**src/rtl/image_load_pkg.sv**
```systemverilog
// Shared constants, output FSM encoding and sizing helper for the frame reader.
package image_load_pkg;

    localparam int unsigned DEF_DATA_WIDTH     = 10;
    localparam int unsigned DEF_DOUT_WIDTH_LOG = 4;
    localparam int unsigned DEF_AVM_WIDTH_LOG  = 6;
    localparam int unsigned DEF_FIFO_DEPTH_LOG = 4;

    // Pixels per memory word and bytes per memory word for the default geometry.
    localparam int unsigned PPW_LOG = DEF_AVM_WIDTH_LOG - DEF_DOUT_WIDTH_LOG;
    localparam int unsigned PPW     = 1 << PPW_LOG;
    localparam int unsigned BPW     = 1 << (DEF_AVM_WIDTH_LOG - 3);

    typedef enum logic [1:0] {
        O_IDLE = 2'd0,
        O_HDR  = 2'd1,
        O_PIX  = 2'd2
    } out_state_t;

    // Number of memory words holding cnt pixels, rounded up.
    function automatic logic [31:0] words_for(input logic [31:0] cnt, input int unsigned ppw_log);
        return (cnt + ((32'd1 << ppw_log) - 32'd1)) >> ppw_log;
    endfunction

endpackage

```
**src/rtl/image_load_fifo.sv**
```systemverilog
// Synchronous show-ahead word FIFO: dout always presents the oldest stored word.
module image_load_fifo #(
    parameter int unsigned WIDTH     = 64,
    parameter int unsigned DEPTH_LOG = 4
) (
    input  logic                 clk,
    input  logic                 rst_n,
    input  logic                 wr,
    input  logic [WIDTH-1:0]     din,
    input  logic                 rd,
    output logic [WIDTH-1:0]     dout,
    output logic                 empty,
    output logic [DEPTH_LOG:0]   usedw
);

    logic [WIDTH-1:0]     mem [2**DEPTH_LOG];
    logic [DEPTH_LOG-1:0] wr_ptr;
    logic [DEPTH_LOG-1:0] rd_ptr;
    logic [DEPTH_LOG:0]   count;

    // Storage array; contents need no reset since count gates visibility.
    always_ff @(posedge clk) begin
        if (wr) mem[wr_ptr] <= din;
    end

    // Pointer and occupancy tracking.
    always_ff @(posedge clk or negedge rst_n) begin
        if (!rst_n) begin
            wr_ptr <= '0;
            rd_ptr <= '0;
            count  <= '0;
        end else begin
            if (wr) wr_ptr <= wr_ptr + 1'b1;
            if (rd) rd_ptr <= rd_ptr + 1'b1;
            case ({wr, rd})
                2'b10:   count <= count + 1'b1;
                2'b01:   count <= count - 1'b1;
                default: count <= count;
            endcase
        end
    end

    assign dout  = mem[rd_ptr];
    assign empty = (count == '0);
    assign usedw = count;

endmodule

```
**src/rtl/image_load_avalon_master.sv**
```systemverilog
// Frame reader: fetches packed pixel words over Avalon-MM and emits one Avalon-ST video packet.
module image_load_avalon_master
    import image_load_pkg::*;
#(
    parameter int unsigned DATA_WIDTH     = DEF_DATA_WIDTH,
    parameter int unsigned DOUT_WIDTH_LOG = DEF_DOUT_WIDTH_LOG,
    parameter int unsigned AVM_WIDTH_LOG  = DEF_AVM_WIDTH_LOG,
    parameter int unsigned FIFO_DEPTH_LOG = DEF_FIFO_DEPTH_LOG,
    parameter bit          EMIT_HEADER    = 1'b1
) (
    input  logic                          clk,
    input  logic                          rst_n,
    output logic [31:0]                   avm_address,
    output logic                          avm_read,
    input  logic [(2**AVM_WIDTH_LOG)-1:0] avm_readdata,
    input  logic                          avm_waitrequest,
    input  logic                          avm_readdatavalid,
    output logic [DATA_WIDTH-1:0]         dout_data,
    output logic                          dout_valid,
    input  logic                          dout_ready,
    output logic                          dout_startofpacket,
    output logic                          dout_endofpacket,
    input  logic                          sig_start,
    input  logic [31:0]                   sig_address,
    input  logic [31:0]                   sig_pixel_cnt,
    output logic                          sig_busy,
    output logic                          sig_done,
    output logic [31:0]                   sig_frame_cnt
);

    localparam int unsigned WPPW_LOG = AVM_WIDTH_LOG - DOUT_WIDTH_LOG;
    localparam int unsigned AVM_W    = 1 << AVM_WIDTH_LOG;
    localparam logic [31:0] BPW_B    = 32'(1 << (AVM_WIDTH_LOG - 3));
    localparam logic [FIFO_DEPTH_LOG+1:0] DEPTH_W = (FIFO_DEPTH_LOG+2)'(1 << FIFO_DEPTH_LOG);

    out_state_t state, state_nxt;

    logic [31:0]               addr_q, cnt_q, words_q, issued_q, pix_sent_q, frame_cnt_q;
    logic [WPPW_LOG-1:0]       idx_q;
    logic [FIFO_DEPTH_LOG:0]   outstanding_q;
    logic                      done_q;

    logic [AVM_W-1:0]          fifo_dout;
    logic                      fifo_empty;
    logic [FIFO_DEPTH_LOG:0]   fifo_used;
    logic [FIFO_DEPTH_LOG+1:0] in_flight;
    logic                      start_ok, accept, fire, last_pix, pop;

    assign start_ok  = (state == O_IDLE) && sig_start && (sig_pixel_cnt != '0);
    assign in_flight = {1'b0, outstanding_q} + {1'b0, fifo_used};
    // Requests already accepted plus words buffered must fit in the FIFO; this sum can only
    // shrink during a stall, so avm_read stays asserted until accepted.
    assign avm_read  = (state != O_IDLE) && (issued_q < words_q) && (in_flight < DEPTH_W);
    assign accept    = avm_read && !avm_waitrequest;
    assign fire      = dout_valid && dout_ready;
    assign last_pix  = (state == O_PIX) && (pix_sent_q == cnt_q - 32'd1);
    assign pop       = fire && (state == O_PIX) && ((&idx_q) || last_pix);

    assign avm_address   = addr_q;
    assign sig_busy      = (state != O_IDLE);
    assign sig_done      = done_q;
    assign sig_frame_cnt = frame_cnt_q;

    image_load_fifo #(
        .WIDTH     (AVM_W),
        .DEPTH_LOG (FIFO_DEPTH_LOG)
    ) u_fifo (
        .clk   (clk),
        .rst_n (rst_n),
        .wr    (avm_readdatavalid),
        .din   (avm_readdata),
        .rd    (pop),
        .dout  (fifo_dout),
        .empty (fifo_empty),
        .usedw (fifo_used)
    );

    // Output FSM state register.
    always_ff @(posedge clk or negedge rst_n) begin
        if (!rst_n) state <= O_IDLE;
        else        state <= state_nxt;
    end

    // Next-state and stream outputs; pixel beats come straight off the show-ahead FIFO head.
    always_comb begin
        state_nxt          = state;
        dout_valid         = 1'b0;
        dout_data          = '0;
        dout_startofpacket = 1'b0;
        dout_endofpacket   = 1'b0;
        case (state)
            O_IDLE: begin
                if (start_ok) state_nxt = EMIT_HEADER ? O_HDR : O_PIX;
            end
            O_HDR: begin
                dout_valid         = 1'b1;
                dout_startofpacket = 1'b1;
                if (fire) state_nxt = O_PIX;
            end
            O_PIX: begin
                dout_valid         = !fifo_empty;
                dout_data          = fifo_dout[{idx_q, {DOUT_WIDTH_LOG{1'b0}}} +: DATA_WIDTH];
                dout_startofpacket = !EMIT_HEADER && (pix_sent_q == '0);
                dout_endofpacket   = last_pix;
                if (fire && last_pix) state_nxt = O_IDLE;
            end
            default: state_nxt = O_IDLE;
        endcase
    end

    // Frame parameters, read-side request tracking and pixel position counters.
    always_ff @(posedge clk or negedge rst_n) begin
        if (!rst_n) begin
            addr_q     <= '0;
            cnt_q      <= '0;
            words_q    <= '0;
            issued_q   <= '0;
            pix_sent_q <= '0;
            idx_q      <= '0;
        end else if (start_ok) begin
            addr_q     <= sig_address;
            cnt_q      <= sig_pixel_cnt;
            words_q    <= words_for(sig_pixel_cnt, WPPW_LOG);
            issued_q   <= '0;
            pix_sent_q <= '0;
            idx_q      <= '0;
        end else begin
            if (accept) begin
                issued_q <= issued_q + 32'd1;
                addr_q   <= addr_q + BPW_B;
            end
            if (fire && state == O_PIX) begin
                pix_sent_q <= pix_sent_q + 32'd1;
                idx_q      <= pop ? '0 : idx_q + 1'b1;
            end
        end
    end

    // Reads accepted but not yet returned; accept and return together leave it unchanged.
    always_ff @(posedge clk or negedge rst_n) begin
        if (!rst_n) begin
            outstanding_q <= '0;
        end else begin
            case ({accept, avm_readdatavalid})
                2'b10:   outstanding_q <= outstanding_q + 1'b1;
                2'b01:   outstanding_q <= outstanding_q - 1'b1;
                default: outstanding_q <= outstanding_q;
            endcase
        end
    end

    // Frame completion pulse and wrapping frame counter.
    always_ff @(posedge clk or negedge rst_n) begin
        if (!rst_n) begin
            done_q      <= 1'b0;
            frame_cnt_q <= '0;
        end else begin
            done_q <= fire && last_pix;
            if (fire && last_pix) frame_cnt_q <= frame_cnt_q + 32'd1;
        end
    end

endmodule

```
**config.mk**
```make
export PLATFORM = sky130hd
export DESIGN_NAME = image_load_avalon_master
export DESIGN_NICKNAME = d
export VERILOG_FILES = /design/src/rtl/image_load_pkg.sv /design/src/rtl/image_load_fifo.sv /design/src/rtl/image_load_avalon_master.sv
export SDC_FILE = /design/constraint.sdc
export NUM_CORES = 1
export LEC_CHECK = 0
export CORE_ASPECT_RATIO = 0.6
export CORE_UTILIZATION = 54
export CTS_BUF_LIST = sky130_fd_sc_hd__clkbuf_16
export DETAILED_ROUTE_END_ITERATION = 8
export MAX_ROUTING_LAYER = met4
export PLACE_DENSITY_LB_ADDON = 0.05
export SYNTH_ARGS = -nofsm -noshare
export SYNTH_HDL_FRONTEND = slang
export SYNTH_SLANG_ARGS = --single-unit
```
**constraint.sdc**
```tcl
create_clock -name clk -period 4.5 [get_ports clk]
set_input_delay 0.675 -clock clk [delete_from_list [all_inputs] [get_ports clk]]
set_output_delay 0.675 -clock clk [all_outputs]
set_load 0.02 [all_outputs]
```
Word level (Yosys, flattened, before mapping)

Memory sizes are Yosys's and may differ from the RTL's.
Index checks and enable logic that the tools add are counted.

Add/subtract/negate cells: 14
Magnitude comparators: 2
Equal/unequal tests: 10
Shift operators: 1
Mux-type cells: 21
Reduce and logical (&&, ||, !) cells: 23

Operator list:

| kind                                                                  | number |
|---|---|
| 32-bit 2-to-1 mux                                                     | 6 |
| 32-bit by 1-bit adder with 32-bit output, second input constant       | 3 |
| 64-bit by 7-bit variable part select with 10-bit output               | 1 |
| 32-bit by 2-bit adder with 32-bit output, second input constant       | 1 |
| 32-bit by 4-bit adder with 32-bit output, second input constant       | 1 |
| 32-bit equality test                                                  | 1 |
| 32-bit by 30-bit < comparator with 1-bit output                       | 1 |
| 32-bit nonzero test                                                   | 1 |
| 32-bit by 1-bit subtractor with 32-bit output, second input constant  | 1 |
| 5-bit one-hot mux with 2 select lines                                 | 2 |
| 2-bit 2-to-1 mux                                                      | 6 |
| 5-bit by 1-bit adder with 5-bit output, second input constant         | 2 |
| 1-bit logical AND                                                     | 10 |
| 10-bit 2-to-1 mux                                                     | 1 |
| 2-bit nonzero test                                                    | 5 |
| 5-bit by 1-bit subtractor with 5-bit output, second input constant    | 2 |
| 4-bit by 1-bit adder with 4-bit output, second input constant         | 2 |
| 5-bit by 5-bit adder with 6-bit output                                | 1 |
| 2-bit by 1-bit equality test with 1-bit output, second input constant | 3 |
| 2-bit equality test, second input constant                            | 3 |
| 6-bit by 5-bit < comparator with 1-bit output, second input constant  | 1 |
| 2-bit one-hot mux with 3 select lines                                 | 1 |
| 5-bit zero test                                                       | 1 |
| 1-bit 2-to-1 mux                                                      | 4 |
| other kinds (9)                                                       | 11 |

Bits in registers: 213
RAM bits: 1,024
Output and inout port bits: 80
Memories kept: 1

Memories:

| memory     | depth | bits a word | read ports | clocked after Yosys merged registers in | write ports | RTL line              | source |
|---|---|---|---|---|---|---|---|
| u_fifo.mem | 16    | 64          | 1          | 0                                       | 1           | image_load_fifo.sv:16 | `logic [WIDTH-1:0] mem [2**DEPTH_LOG];` |

Logic depth before layout (Yosys ltp)

Depth in word-level cells: 9
Gate-level depth with buffers: 21

By module

From an unflattened synthesis, not the netlist that was laid out.

Cell total of the unflattened synthesis: 2,995
Area, all modules: 51,186.6 um^2

Modules (own cells, without submodules):

| module                   | instances | cells an instance | area an instance (um^2) |
|---|---|---|---|
| image_load_fifo          | 1         | 1,656             | 39,097.5 |
| image_load_avalon_master | 1         | 1,339             | 12,089.1 |

Least setup slack after synthesis

No wires, ideal clock.

Path kind: register -> register
Start: register cnt_q[2]
End: register u_fifo.count[4], in the netlist u_fifo.usedw[4]
Library setup time: 0.125 ns
Arrival: 4.373 ns
Data required time: 4.375 ns
Setup slack: 0.002 ns
Cell stages (with the launch flop): 20
Buffers on the path: 2
Cell sequence: dfrtp_1 -> buf_6 -> or4_4 -> or4_1 -> buf_2 -> nor4_1 -> xnor2_1 -> nand3_1 -> or4_1 -> o21bai_1 -> and2_1 -> ha_1 -> inv_1 -> fa_1 -> inv_1 -> a21o_1 -> a21oi_1 -> xnor2_1 -> nor2_1 -> xor2_1

Longest elaborated chain between the ends: 7

Ends and longest elaborated chain:

| element                                                                                      | RTL line                        | source |
|---|---|---|
| start: declaration                                                                           | image_load_avalon_master.sv:38  | `logic [31:0] addr_q, cnt_q, words_q, issued_q, pix_sent_q, frame_cnt_q;` |
| start signal: assignment                                                                     | image_load_avalon_master.sv:122 | `cnt_q <= sig_pixel_cnt;` |
| 32-bit by 1-bit subtractor with 32-bit output *                                              | image_load_avalon_master.sv:56  | `assign last_pix = (state == O_PIX) && (pix_sent_q == cnt_q - 32'd1);` |
| 32-bit equality test *                                                                       | image_load_avalon_master.sv:56  |  |
| 1-bit logical AND *                                                                          | image_load_avalon_master.sv:56  |  |
| 1-bit logical OR *                                                                           | image_load_avalon_master.sv:57  | `assign pop = fire && (state == O_PIX) && ((&idx_q) \|\| last_pix);` |
| 1-bit logical AND *                                                                          | image_load_avalon_master.sv:57  |  |
| named net pop                                                                                | image_load_avalon_master.sv:47  | `logic start_ok, accept, fire, last_pix, pop;` |
| 2-bit by 1-bit equality test with 1-bit output / 2-bit equality test (equally long branches) | image_load_fifo.sv:35           | `case ({wr, rd})` |
| 5-bit one-hot mux with 2 select lines / 2-bit nonzero test (equally long branches)           | -                               |  |
| end signal: assignment                                                                       | image_load_fifo.sv:36           | `2'b10: count <= count + 1'b1;` |
| end signal: assignment                                                                       | image_load_fifo.sv:37           | `2'b01: count <= count - 1'b1;` |
| end signal: assignment                                                                       | image_load_fifo.sv:38           | `default: count <= count;` |
| end: declaration                                                                             | image_load_fifo.sv:19           | `logic [DEPTH_LOG:0] count;` |

The timed path passes the listed nets; every way through them passes the cells marked *.
A chain may end at the register's enable or synchronous reset.

Worst setup path after layout

Start: register cnt_q[2]
End: output dout_endofpacket

Longest elaborated chain between the ends: 4

Ends and longest elaborated chain:

| element                                       | RTL line                       | source |
|---|---|---|
| 32-bit by 1-bit subtractor with 32-bit output | image_load_avalon_master.sv:56 |  |
| 32-bit equality test                          | image_load_avalon_master.sv:56 |  |
| 1-bit logical AND                             | image_load_avalon_master.sv:56 |  |
| 1-bit 2-to-1 mux                              | image_load_avalon_master.sv:91 | `case (state)` |
| end: declaration                              | image_load_avalon_master.sv:22 | `output logic dout_endofpacket,` |

No other way between the ends.

==> results.yml <==
timing:
  setup_violations: 0
  fin_crit_sh: 0.995
  slew_headroom: 0.260
  rsz0062_at_grt: "true"
  worst_pin_slew_ns: 1.11
  fin_crit_ns: 4.48
  fmax_mhz: 223
  finalClockSkew_ns: 0.0198
  finalHoldViolations: 0
  drv_slew: 0
  setup_ws_ns: 0.0244
detailed_routing:
  drc: 0
  dr.pass1.iters: 5
  antenna_left: 0
  route.vias.total: 23800
  wl_um: 98300
  first_iter_violations: 2141
  wl_per_cell_um: 24.8
  viasPerCell: 6.01
logic_synthesis:
  avgSynthCellArea_um2: 13.8
  synth_async_sr_flop_share: 0.250
  synth.distinct_cells: 67
  ys_seq_area_frac: 0.659
  synth_edf_count: 640
  syn-cell-area_um2: 37200
  synthFlopType: "edfxtp_1"
  syn-num-nets: 2898
  synth_warnings: 0
  synthCells: 2706
  synth_seq_cells: 853
place:
  dp_hpwl_um: 60900
  numPortBuffers: 189
  post-place-ws_ns: 0.00819
  placedCellCount: 3802
  globalplace.congestion: 0.918
global_route:
  grt-ovfl-total: 0
  grt_max_degree: 104
  grt_pass1_wl_um: 147000
  grt_pass1_vias: 22900
  grt_antenna_before_repair: 5
  grt_use_total: 0.291
floorplanning:
  ios: 214
  core_area_um2: 68100
  die_x_um: 341
  die_h_um: 205
  start_util: 0.546
  rows: 74
  die-area_um2: 70000
critical_path:
  startpoint_type: "flop"
  crit_type: "flop to primary output"
  crit_slowest_cell: "or4_4"
  cp_data_required_time_ns: 3.83
  path_common_cell: "buf_4"
  slowest_delay_ns: 0.56
  cp_max_fo: 4
  cp.arrival_ns: 3.80
  endpoint_kind: "primary output"
  reg2reg_slack_ns: 0.17
  crit_chain: "or4_4, or4_4, buf_4, nor3_1, o21ai_1, o211a_1, or4_4, buf_4, nor2_2, buf_4, buf_4"
final_layout:
  nFillCells: 5092
  final_common_cell: "edfxtp_1"
  instances_no_fill: 3959
  syn2layout_area_growth_pct: 17.8
  nets: 3174
  layout-drive-gt1-share: 0.131
  most-common-layout-cells: "640 x edfxtp_1, 283 x nand2_1, 209 x dfrtp_1, 182 x clkdlybuf4s50_1, 174 x nor2_1"
pwr:
  seq_power_share: 0.423
  p_clk_frac: 0.289
  leakage_nw: 16.0
  power_density_nw_per_um2: 522
  p_switching_mw: 7.21
  pwr-share-comb: 0.288
  p_int_mw: 15.7
  sw_frac_of_total: 0.315
  vdd_drop_max_mv: 0.536
clock_network:
  cts.sinks: 853
  cts.clk_slew.worst_paths_ns: 0.06
  cts_made_buffers: 79
  root_buffer: "clkbuf_16"
  clk_latency_ns: 0.64
  cts-hold-fix-buffers: 0
  h-tree-depth: 3
  cts_tree: "yes"
  cts_buffer_depth: 3
hold_path:
  hold_path_class: "input pin to asynchronous set/reset pin"
run_status:
  status: "finished clean"
flow_run:
  cap_violations: 0
## what timing repair did
| action | in CTS | in global routing |
|---|---|---|
| endpoints found under the setup margin | 9 | 14 |
| gates cloned | 1 | 0 |
| resized for setup | 18 | 25 |
| pin swaps | 3 | 2 |
| setup buffers | 0 | 10 |
## registers in the layout, summed over array words and instances (netlist names)
name and cells:
issued_q 32, u_fifo.mem 640, sig_frame_cnt 32, pix_sent_q 32
u_fifo.rd_ptr 4, idx_q 2, words_q 30, cnt_q 32
avm_address 32, outstanding_q 5, state 2, u_fifo.usedw 5
u_fifo.wr_ptr 4, sig_done 1
## area by class of cell
| type | count | area, µm² | share of cell area |
|---|---|---|---|
| inverters | 68 | 255 | 0.00582 |
| well taps | 912 | 1140 | 0.0260 |
| multi-input cells | 1647 | 12100 | 0.277 |
| repair buffers | 333 | 3250 | 0.0740 |
| diodes | 4 | 10.0 | 0.000228 |
| clock buffers | 82 | 2050 | 0.0468 |
| clock inverters | 60 | 463 | 0.0106 |
| flip-flops and latches | 853 | 24600 | 0.560 |
## per-layer routing
metal  up-vias  part of all wire  track usage
li1      10700                 -            -
met1     12100              0.48        0.453
met2       859              0.43        0.400
met3       129             0.075       0.0478
met4         0             0.019       0.0660
met5         -                 0            -
## power groups by stage
stage                     Sequential, mW  Clock, mW  Combinational (mW)
final                               9.70       6.62                6.59
after floorplan                     9.65          0                3.94
after CTS                           9.72       6.73                6.46
after global placement              9.83          0                6.29
after global routing                9.76       7.04                7.05
after detailed placement            9.87          0                6.36
## cells in the mapped netlist (5+ instances only)
| cell | n | share of area |
|---|---|---|
| edfxtp_1 | 640 | 0.52 |
| nand2_1 | 284 | 0.029 |
| dfrtp_1 | 213 | 0.14 |
| nor2_1 | 187 | 0.019 |
| mux2i_1 | 164 | 0.044 |
| o21ai_0 | 134 | 0.018 |
| clkbuf_1 | 111 | 0.011 |
| xnor2_1 | 106 | 0.025 |
| xor2_1 | 81 | 0.019 |
| mux4_2 | 80 | 0.048 |
| a21oi_1 | 68 | 0.0091 |
| inv_1 | 67 | 0.0068 |
| ha_1 | 56 | 0.019 |
| nor3_1 | 55 | 0.0074 |
| nand3_1 | 49 | 0.0066 |
| a211oi_1 | 42 | 0.0085 |
| nor4_1 | 41 | 0.0069 |
| o221ai_1 | 40 | 0.0094 |
| o22ai_1 | 40 | 0.0067 |
| nand4_1 | 37 | 0.0062 |
| and3_1 | 29 | 0.0049 |
| buf_1 | 25 | 0.0025 |
| or3_1 | 21 | 0.0035 |
| a21o_1 | 12 | 0.0024 |
| a31oi_1 | 10 | 0.0017 |
| and2_1 | 9 | 0.0015 |
| and4_1 | 9 | 0.0021 |
| nor4b_1 | 9 | 0.0021 |
| nand2b_1 | 7 | 0.0012 |
| or4_1 | 7 | 0.0014 |
| or2_2 | 6 | 0.0010 |
| nor3b_1 | 5 | 0.0010 |
## worst max-delay path: cells and delay by family (launching register included)
family | cells | cell delay (ns)
simple gates | 5 | 1.86
buf+inv | 4 | 0.62
flops | 1 | 0.39
compound gates | 2 | 0.33
## per-stage QoR
stage          utilization  hold WS (ns)  cell area [µm²]  power [mW]  setup TNS, ns
2_1_floorplan            -         0.379            37200        13.6              0
3_3_place_gp         0.603         0.462            41100        16.1        -0.0645
3_5_place_dp         0.603         0.466            41100        16.2              0
4_1_cts              0.641        0.0816            43700        22.9        -0.0281
5_1_grt              0.644        0.0857            43900        23.8         -0.250
6_report             0.644        0.0122            43900        22.9              0
## path summary, 6_finish.rpt
path,start,to,cells after the start
max in group asynchronous,rst_n,sig_frame_cnt[12],2
min,rst_n,pix_sent_q[26],1
max reg2reg,cnt_q[2],u_fifo.usedw[4],18
min in group clk,avm_address[1],avm_address[1],2
max,cnt_q[2],dout_endofpacket,11
min reg2reg,avm_address[1],avm_address[1],2
## cell families after synthesis
kind of cell             after synthesis  share of synthesized area
buffers and inverters                206                     0.0210
XOR/XNOR                             187                     0.0440
flip-flops                           853                      0.659
AO/OA/AOI/OAI                        379                     0.0636
adder cells (fa/ha/maj)               58                     0.0199
multiplexers                         248                     0.0938
AND/OR/NAND/NOR                      775                     0.0985
Power figures use the tool's default switching activity.
